File: src/rtl/bounce_pkg.sv
// ============================================================================
// bounce_pkg : shared state and direction encodings for the 2-D bounce core
// Rev 1.0
// ============================================================================
`default_nettype none

package bounce_pkg;

    typedef enum logic [1:0] {
        FALL = 2'd0,
        RISE = 2'd1,
        REST = 2'd2
    } state_t;

    localparam logic c_DIR_RIGHT = 1'b0;
    localparam logic c_DIR_LEFT  = 1'b1;

endpackage

`default_nettype wire

File: src/rtl/tick_gen.sv
// ============================================================================
// tick_gen : motion-tick divider with pause hold and synchronous clear
// Rev 1.0
// ============================================================================
`default_nettype none

module tick_gen #(
    parameter int TICK_DIV = 8311680
) (
    input  logic clk,
    input  logic i_rst_n,
    input  logic i_clr,
    input  logic i_pause,
    output logic o_tick
);

    localparam int CNT_W = (TICK_DIV > 1) ? $clog2(TICK_DIV) : 1;
    localparam logic [CNT_W-1:0] c_LAST = CNT_W'(TICK_DIV - 1);

    logic [CNT_W-1:0] r_cnt;
    logic             w_wrap;

    assign w_wrap = (r_cnt == c_LAST);
    assign o_tick = w_wrap && !i_pause;

    always_ff @(posedge clk) begin
        if (!i_rst_n || i_clr) begin
            r_cnt <= '0;
        end else if (!i_pause) begin
            r_cnt <= w_wrap ? '0 : r_cnt + 1'b1;
        end
    end

endmodule

`default_nettype wire

File: src/rtl/bounce2d_param.sv
// ============================================================================
// bounce2d_param : 2-D ball centre under gravity with damped floor bounces,
//                  ceiling clamp, wall reflection, rest, relaunch and pause
// Rev 1.0
// ============================================================================
`default_nettype none

module bounce2d_param
    import bounce_pkg::*;
#(
    parameter int W          = 11,
    parameter int V_W        = 6,
    parameter int TICK_DIV   = 8311680,
    parameter int X_MIN      = 8,
    parameter int X_MAX      = 1000,
    parameter int Y_MIN      = 0,
    parameter int Y_FLOOR    = 500,
    parameter int X_INIT     = 504,
    parameter int Y_INIT     = 0,
    parameter int VX         = 2,
    parameter int VY_INIT    = 1,
    parameter int GRAVITY    = 1,
    parameter int DAMP_SHIFT = 1,
    parameter int LAUNCH_V   = 40
) (
    input  logic         CLK,
    input  logic         RESET_N,
    input  logic         launch,
    input  logic         pause,
    output logic [W-1:0] center_x,
    output logic [W-1:0] center_y,
    output logic         at_rest,
    output logic         floor_hit,
    output logic         wall_hit
);

    localparam int S_W = W + 1;
    localparam logic [S_W-1:0] c_Y_FLOOR_E = S_W'(Y_FLOOR);
    localparam logic [S_W-1:0] c_Y_MIN_E   = S_W'(Y_MIN);
    localparam logic [S_W-1:0] c_X_MAX_E   = S_W'(X_MAX);
    localparam logic [S_W-1:0] c_X_MIN_E   = S_W'(X_MIN);
    localparam logic [S_W-1:0] c_VX_E      = S_W'(VX);
    localparam logic [V_W:0]   c_GRAV_E    = (V_W+1)'(GRAVITY);
    localparam logic [V_W-1:0] c_GRAV      = V_W'(GRAVITY);

    state_t         r_state, w_state_nxt;
    logic [W-1:0]   r_x, r_y, w_x_nxt, w_y_nxt, w_y_sub;
    logic [V_W-1:0] r_vy, w_vy_nxt, w_vy_sat, w_vy_damp;
    logic           r_dir, w_dir_nxt;
    logic           r_floor_hit, r_wall_hit, w_floor, w_wall;
    logic           w_tick;
    logic [S_W-1:0] w_y_ext, w_x_ext, w_fall_sum, w_rise_lim;
    logic [V_W:0]   w_vy_inc;

    tick_gen #(
        .TICK_DIV (TICK_DIV)
    ) u_tick_gen (
        .clk     (CLK),
        .i_rst_n (RESET_N),
        .i_clr   (launch),
        .i_pause (pause),
        .o_tick  (w_tick)
    );

    // Widened sums so boundary tests never see a wrapped coordinate
    assign w_y_ext    = {1'b0, r_y};
    assign w_x_ext    = {1'b0, r_x};
    assign w_fall_sum = w_y_ext + S_W'(r_vy);
    assign w_rise_lim = c_Y_MIN_E + S_W'(r_vy);
    assign w_y_sub    = r_y - W'(r_vy);
    assign w_vy_inc   = {1'b0, r_vy} + c_GRAV_E;
    assign w_vy_sat   = w_vy_inc[V_W] ? {V_W{1'b1}} : w_vy_inc[V_W-1:0];
    assign w_vy_damp  = r_vy >> DAMP_SHIFT;

    always_comb begin
        w_state_nxt = r_state;
        w_x_nxt     = r_x;
        w_y_nxt     = r_y;
        w_vy_nxt    = r_vy;
        w_dir_nxt   = r_dir;
        w_floor     = 1'b0;
        w_wall      = 1'b0;
        if (launch) begin
            w_vy_nxt    = V_W'(LAUNCH_V);
            w_state_nxt = RISE;
        end else if (w_tick) begin
            case (r_state)
                FALL: begin
                    if (w_fall_sum >= c_Y_FLOOR_E) begin
                        w_y_nxt  = W'(Y_FLOOR);
                        w_vy_nxt = w_vy_damp;
                        w_floor  = 1'b1;
                        if (w_vy_damp == '0) w_state_nxt = REST;
                        else                 w_state_nxt = RISE;
                    end else begin
                        w_y_nxt  = w_fall_sum[W-1:0];
                        w_vy_nxt = w_vy_sat;
                    end
                end
                RISE: begin
                    if (w_y_ext < w_rise_lim) begin
                        w_y_nxt     = W'(Y_MIN);
                        w_vy_nxt    = '0;
                        w_state_nxt = FALL;
                    end else if ({1'b0, r_vy} <= c_GRAV_E) begin
                        w_y_nxt     = w_y_sub;
                        w_vy_nxt    = '0;
                        w_state_nxt = FALL;
                    end else begin
                        w_y_nxt  = w_y_sub;
                        w_vy_nxt = r_vy - c_GRAV;
                    end
                end
                default: ;
            endcase
            // A tick that lands the ball in REST freezes x as well
            if (w_state_nxt != REST) begin
                if (r_dir == c_DIR_RIGHT) begin
                    if (w_x_ext + c_VX_E >= c_X_MAX_E) begin
                        w_x_nxt   = W'(X_MAX);
                        w_dir_nxt = c_DIR_LEFT;
                        w_wall    = 1'b1;
                    end else begin
                        w_x_nxt = r_x + W'(VX);
                    end
                end else begin
                    if (w_x_ext < c_X_MIN_E + c_VX_E) begin
                        w_x_nxt   = W'(X_MIN);
                        w_dir_nxt = c_DIR_RIGHT;
                        w_wall    = 1'b1;
                    end else begin
                        w_x_nxt = r_x - W'(VX);
                    end
                end
            end
        end
    end

    always_ff @(posedge CLK) begin
        if (!RESET_N) begin
            r_state     <= FALL;
            r_x         <= W'(X_INIT);
            r_y         <= W'(Y_INIT);
            r_vy        <= V_W'(VY_INIT);
            r_dir       <= c_DIR_RIGHT;
            r_floor_hit <= 1'b0;
            r_wall_hit  <= 1'b0;
        end else begin
            r_state     <= w_state_nxt;
            r_x         <= w_x_nxt;
            r_y         <= w_y_nxt;
            r_vy        <= w_vy_nxt;
            r_dir       <= w_dir_nxt;
            r_floor_hit <= w_floor;
            r_wall_hit  <= w_wall;
        end
    end

    assign center_x  = r_x;
    assign center_y  = r_y;
    assign at_rest   = (r_state == REST);
    assign floor_hit = r_floor_hit;
    assign wall_hit  = r_wall_hit;

endmodule

`default_nettype wire

File: config.mk
export PLATFORM = sky130hd
export DESIGN_NAME = bounce2d_param
export DESIGN_NICKNAME = d
export VERILOG_FILES = /design/src/rtl/bounce_pkg.sv /design/src/rtl/tick_gen.sv /design/src/rtl/bounce2d_param.sv
export SDC_FILE = /design/constraint.sdc
export NUM_CORES = 1
export LEC_CHECK = 0
export CORE_MARGIN = 2
export CORE_UTILIZATION = 50
export CTS_CLUSTER_DIAMETER = 200
export CTS_CLUSTER_SIZE = 16
export DETAILED_ROUTE_END_ITERATION = 16
export PLACE_DENSITY = 0.7
export REMOVE_ABC_BUFFERS = 1
export SLEW_MARGIN = 20
export SYNTH_ARGS = -nofsm -noshare
export SYNTH_HDL_FRONTEND = slang
export SYNTH_SLANG_ARGS = --single-unit
File: constraint.sdc
create_clock -name CLK -period 4.4 [get_ports CLK]
set_input_delay 0.66 -clock CLK [delete_from_list [all_inputs] [get_ports CLK]]
set_output_delay 0.66 -clock CLK [all_outputs]
set_load 0.005 [all_outputs]
==> reports/qor.csv, run 1 <==
stage,metric,value,unit
timing,worst_slack,584,ps
power_and_ir_drop,leakagePower,1.52,nW
route,first_pass_iters,5,
status,status,completed,
clock_network,htreeDepth,2,
synthesis,yosys_warnings,0,
place,io_buffers,27,
synthesis,synth-edff-count,0,
clock_network,clk_latency,320,ps
worst_setup_path,cp-start-kind,flop,
final_layout,final_area,0.00439,mm2
timing,rsz0062_at_grt,false,
worst_setup_path,worstPathRequired,4570,ps
synthesis,netlist_area,0.00402,mm2
global_route,grt_use_total,23.6,%
clock_network,ctsResizeCount,0,
timing,worstMarginPinSlew,914,ps
final_layout,final_common_cell,dfxtp_1,
worst_setup_path,path_class,reg2reg,
route,vias_per_cell,6.10,
synthesis,synth.distinct_cells,70,
timing,tns,0,ps
route,drtIter0Drc,178,
clock_network,cts_tree,done,
clock_network,clk_pin_slew,110,ps
timing,slew_violations,0,
synthesis,synthFlopType,dfxtp_1,
worst_setup_path,reg2reg_slack,580,ps
route,wire_per_inst,15.8,um
clock_network,cts_setup_buffers,0,
final_layout,mostFrequentLayoutCells,"dfxtp_1, nor2_1, nand2_1",
worst_setup_path,cp_max_fo,19,
synthesis,synth_cells,527,
power_and_ir_drop,ir_worst_vdd,0.000129,V
global_route,grt_start_max_net_pins,22,
final_layout,syn_to_final_growth,9.34,%
worst_setup_path,regToRegEndpoint,center_x[4]$_SDFFE_PN1P_,
final_layout,fin_nets,553,
timing,skew,11.5,ps
synthesis,syn_avg_cell_area,7.62,um2
power_and_ir_drop,power_density,204,mW/mm2
timing,fin_crit,3820,ps
worst_setup_path,endpoint_kind,flop,
timing,setup_viol,0,
die,initial_utilization,51.7,%
synthesis,seq_area_frac_synth,27.4,%
route,drc,0,
place,place_congestion,0.922,
timing,final_min_period_over_clock_period,86.7,%
route,vias,3854,
worst_hold_path,hold_end,center_y[0]$_SDFFE_PN0P_,
worst_setup_path,reg2reg_from,r_vy[2]$_SDFFE_PP0P_,
worst_setup_path,r2r_cells,10,
clock_network,cts_hold_buf,0,
worst_hold_path,hold_depth,2,
global_route,grt_pass1_vias,3505,
worst_hold_path,hp-start,center_y[0]$_SDFFE_PN0P_,
power_and_ir_drop,finalPower,0.000898,W
die,die_h,93.6,um
die,dieArea,0.00877,mm2
final_layout,drive_gt1_share,4.15,%
flow_run,maxCapViolCount,0,
place,pre_cts_slack,656,ps
timing,slew_headroom,37.5,%
die,core_area,0.00777,mm2
die,row_count,32,
clock_network,ctsLongestPathBuffers,2,
global_route,grt_pass1_wl,16800,um
clock_network,clock-sinks,55,
place,dp_hpwl,7100,um
worst_setup_path,arrival,3980,ps
place,placed_cell_area,0.00429,mm2
timing,finalHoldViolCount,0,
route,drt-total-wl,9970,um
timing,max_freq,262,MHz
worst_hold_path,min_path_type,reg2reg,
global_route,antenna_found_initial,0,
die,ios,29,
die,dieWidth,93.6,um
clock_network,clockRootBuffer,clkbuf_8,
clock_network,cts_buffers,5,
global_route,overflow,0,
synthesis,yosys_register_bits,55,
final_layout,n_antenna_cell,0,
route,ant_nets,0,
synthesis,synthArstFlopShare,0,%
registers in the layout (all words and copies together), names as in the netlist:
| register | cells |
|---|---|
| center_x | 10 |
| center_y | 11 |
| floor_hit | 1 |
| r_dir | 1 |
| r_state | 2 |
| r_vy | 6 |
| u_tick_gen.r_cnt | 23 |
| wall_hit | 1 |
cell usage after synthesis, types with 14 or more instances:
cell type / n / area, um2
o21ai_0: 34 / 170
xor2_1: 18 / 158
nand2_1: 40 / 150
a21oi_1: 37 / 185
nor2_1: 51 / 191
inv_1: 21 / 78.8
ha_1: 18 / 225
nand3_1: 15 / 75.1
dfxtp_1: 55 / 1100
clkbuf_1: 29 / 109
nand4_1: 15 / 93.8
nor3_1: 14 / 70.1
stage by stage:
stage	utilization (%)	cells	hold slack (ps)
after global routing	56.6	632	534
after detailed placement	55.3	624	490
after global placement	55.3	624	475
after CTS	56.6	632	507
after floorplan	-	490	458
final	56.6	632	502
where the power goes:
group | leakage [nW] | internal, W | total [W] | switching, W
clock network | 0.0493 | 0.000132 | 0.000316 | 0.000184
logic | 1.03 | 0.0000270 | 0.0000747 | 0.0000477
registers | 0.445 | 0.000501 | 0.000508 | 0.00000703
total | 1.52 | 0.000660 | 0.000898 | 0.000238
worst max-delay path by stage:
stage                              start                   endpoint
floorplan           r_vy[2]$_SDFFE_PP0P_       r_vy[1]$_SDFFE_PP0P_
finish              r_vy[2]$_SDFFE_PP0P_   center_x[4]$_SDFFE_PN1P_
CTS                 r_vy[1]$_SDFFE_PP0P_   center_x[4]$_SDFFE_PN1P_
detailed placement                 pause  center_x[10]$_SDFFE_PN0P_
global placement    r_vy[2]$_SDFFE_PP0P_   center_x[4]$_SDFFE_PN1P_
global route        r_vy[2]$_SDFFE_PP0P_   center_x[4]$_SDFFE_PN1P_
routing by layer:
| metal | GRT usage [%] | vias up | share of wire, % |
|---|---|---|---|
| li1 | - | 1923 | - |
| met1 | 32.7 | 1816 | 48 |
| met2 | 37.7 | 100 | 46 |
| met3 | 4.35 | 15 | 4.3 |
| met4 | 6.40 | 0 | 1.7 |
| met5 | 0 | - | 0 |
area by class of cell:
cell class	count	area (um2)
well taps	102	128
inverters	21	78.8
clock buffers	6	82.6
fillers	765	3370
flip-flops and latches	55	1100
clock inverters	2	18.8
repair buffers	32	308
multi-input cells	414	2680
worst max-delay path: stages (launching register included):
cell       delay, ps
dfxtp_1          530
inv_1            120
ha_1             400
and2b_1          210
a2111oi_1        550
or3_4            250
xor2_1            80
or4_1            570
o311a_1          590
a211oi_1         290
a41oi_1           60
logic make-up (layout without fill, tap and decap cells):
logic type,count (synthesis),count (layout),synth area share [%]
buffers and inverters,58,61,5.98
multiplexers,9,9,2.24
other,1,1,0.0933
AO/OA/AOI/OAI,147,147,24.0
AND/OR/NAND/NOR,208,208,27.3
flip-flops,55,55,27.4
XOR/XNOR,29,29,6.32
adder cells (fa/ha/maj),20,20,6.60
Power figures use the tool's default switching activity.
==> run 2, diff against run 1 <==
--- a/config.mk
+++ b/config.mk
@@ -10,8 +10,10 @@
 export CTS_CLUSTER_DIAMETER = 200
 export CTS_CLUSTER_SIZE = 16
 export DETAILED_ROUTE_END_ITERATION = 16
+export HOLD_SLACK_MARGIN = 0.05
 export PLACE_DENSITY = 0.7
 export REMOVE_ABC_BUFFERS = 1
+export SKIP_LAST_GASP = 1
 export SLEW_MARGIN = 20
 export SYNTH_ARGS = -nofsm -noshare
 export SYNTH_HDL_FRONTEND = slang
==> results of run 2 <==
Same layout as run 1: the final DEF is identical, and so are final timing and power.
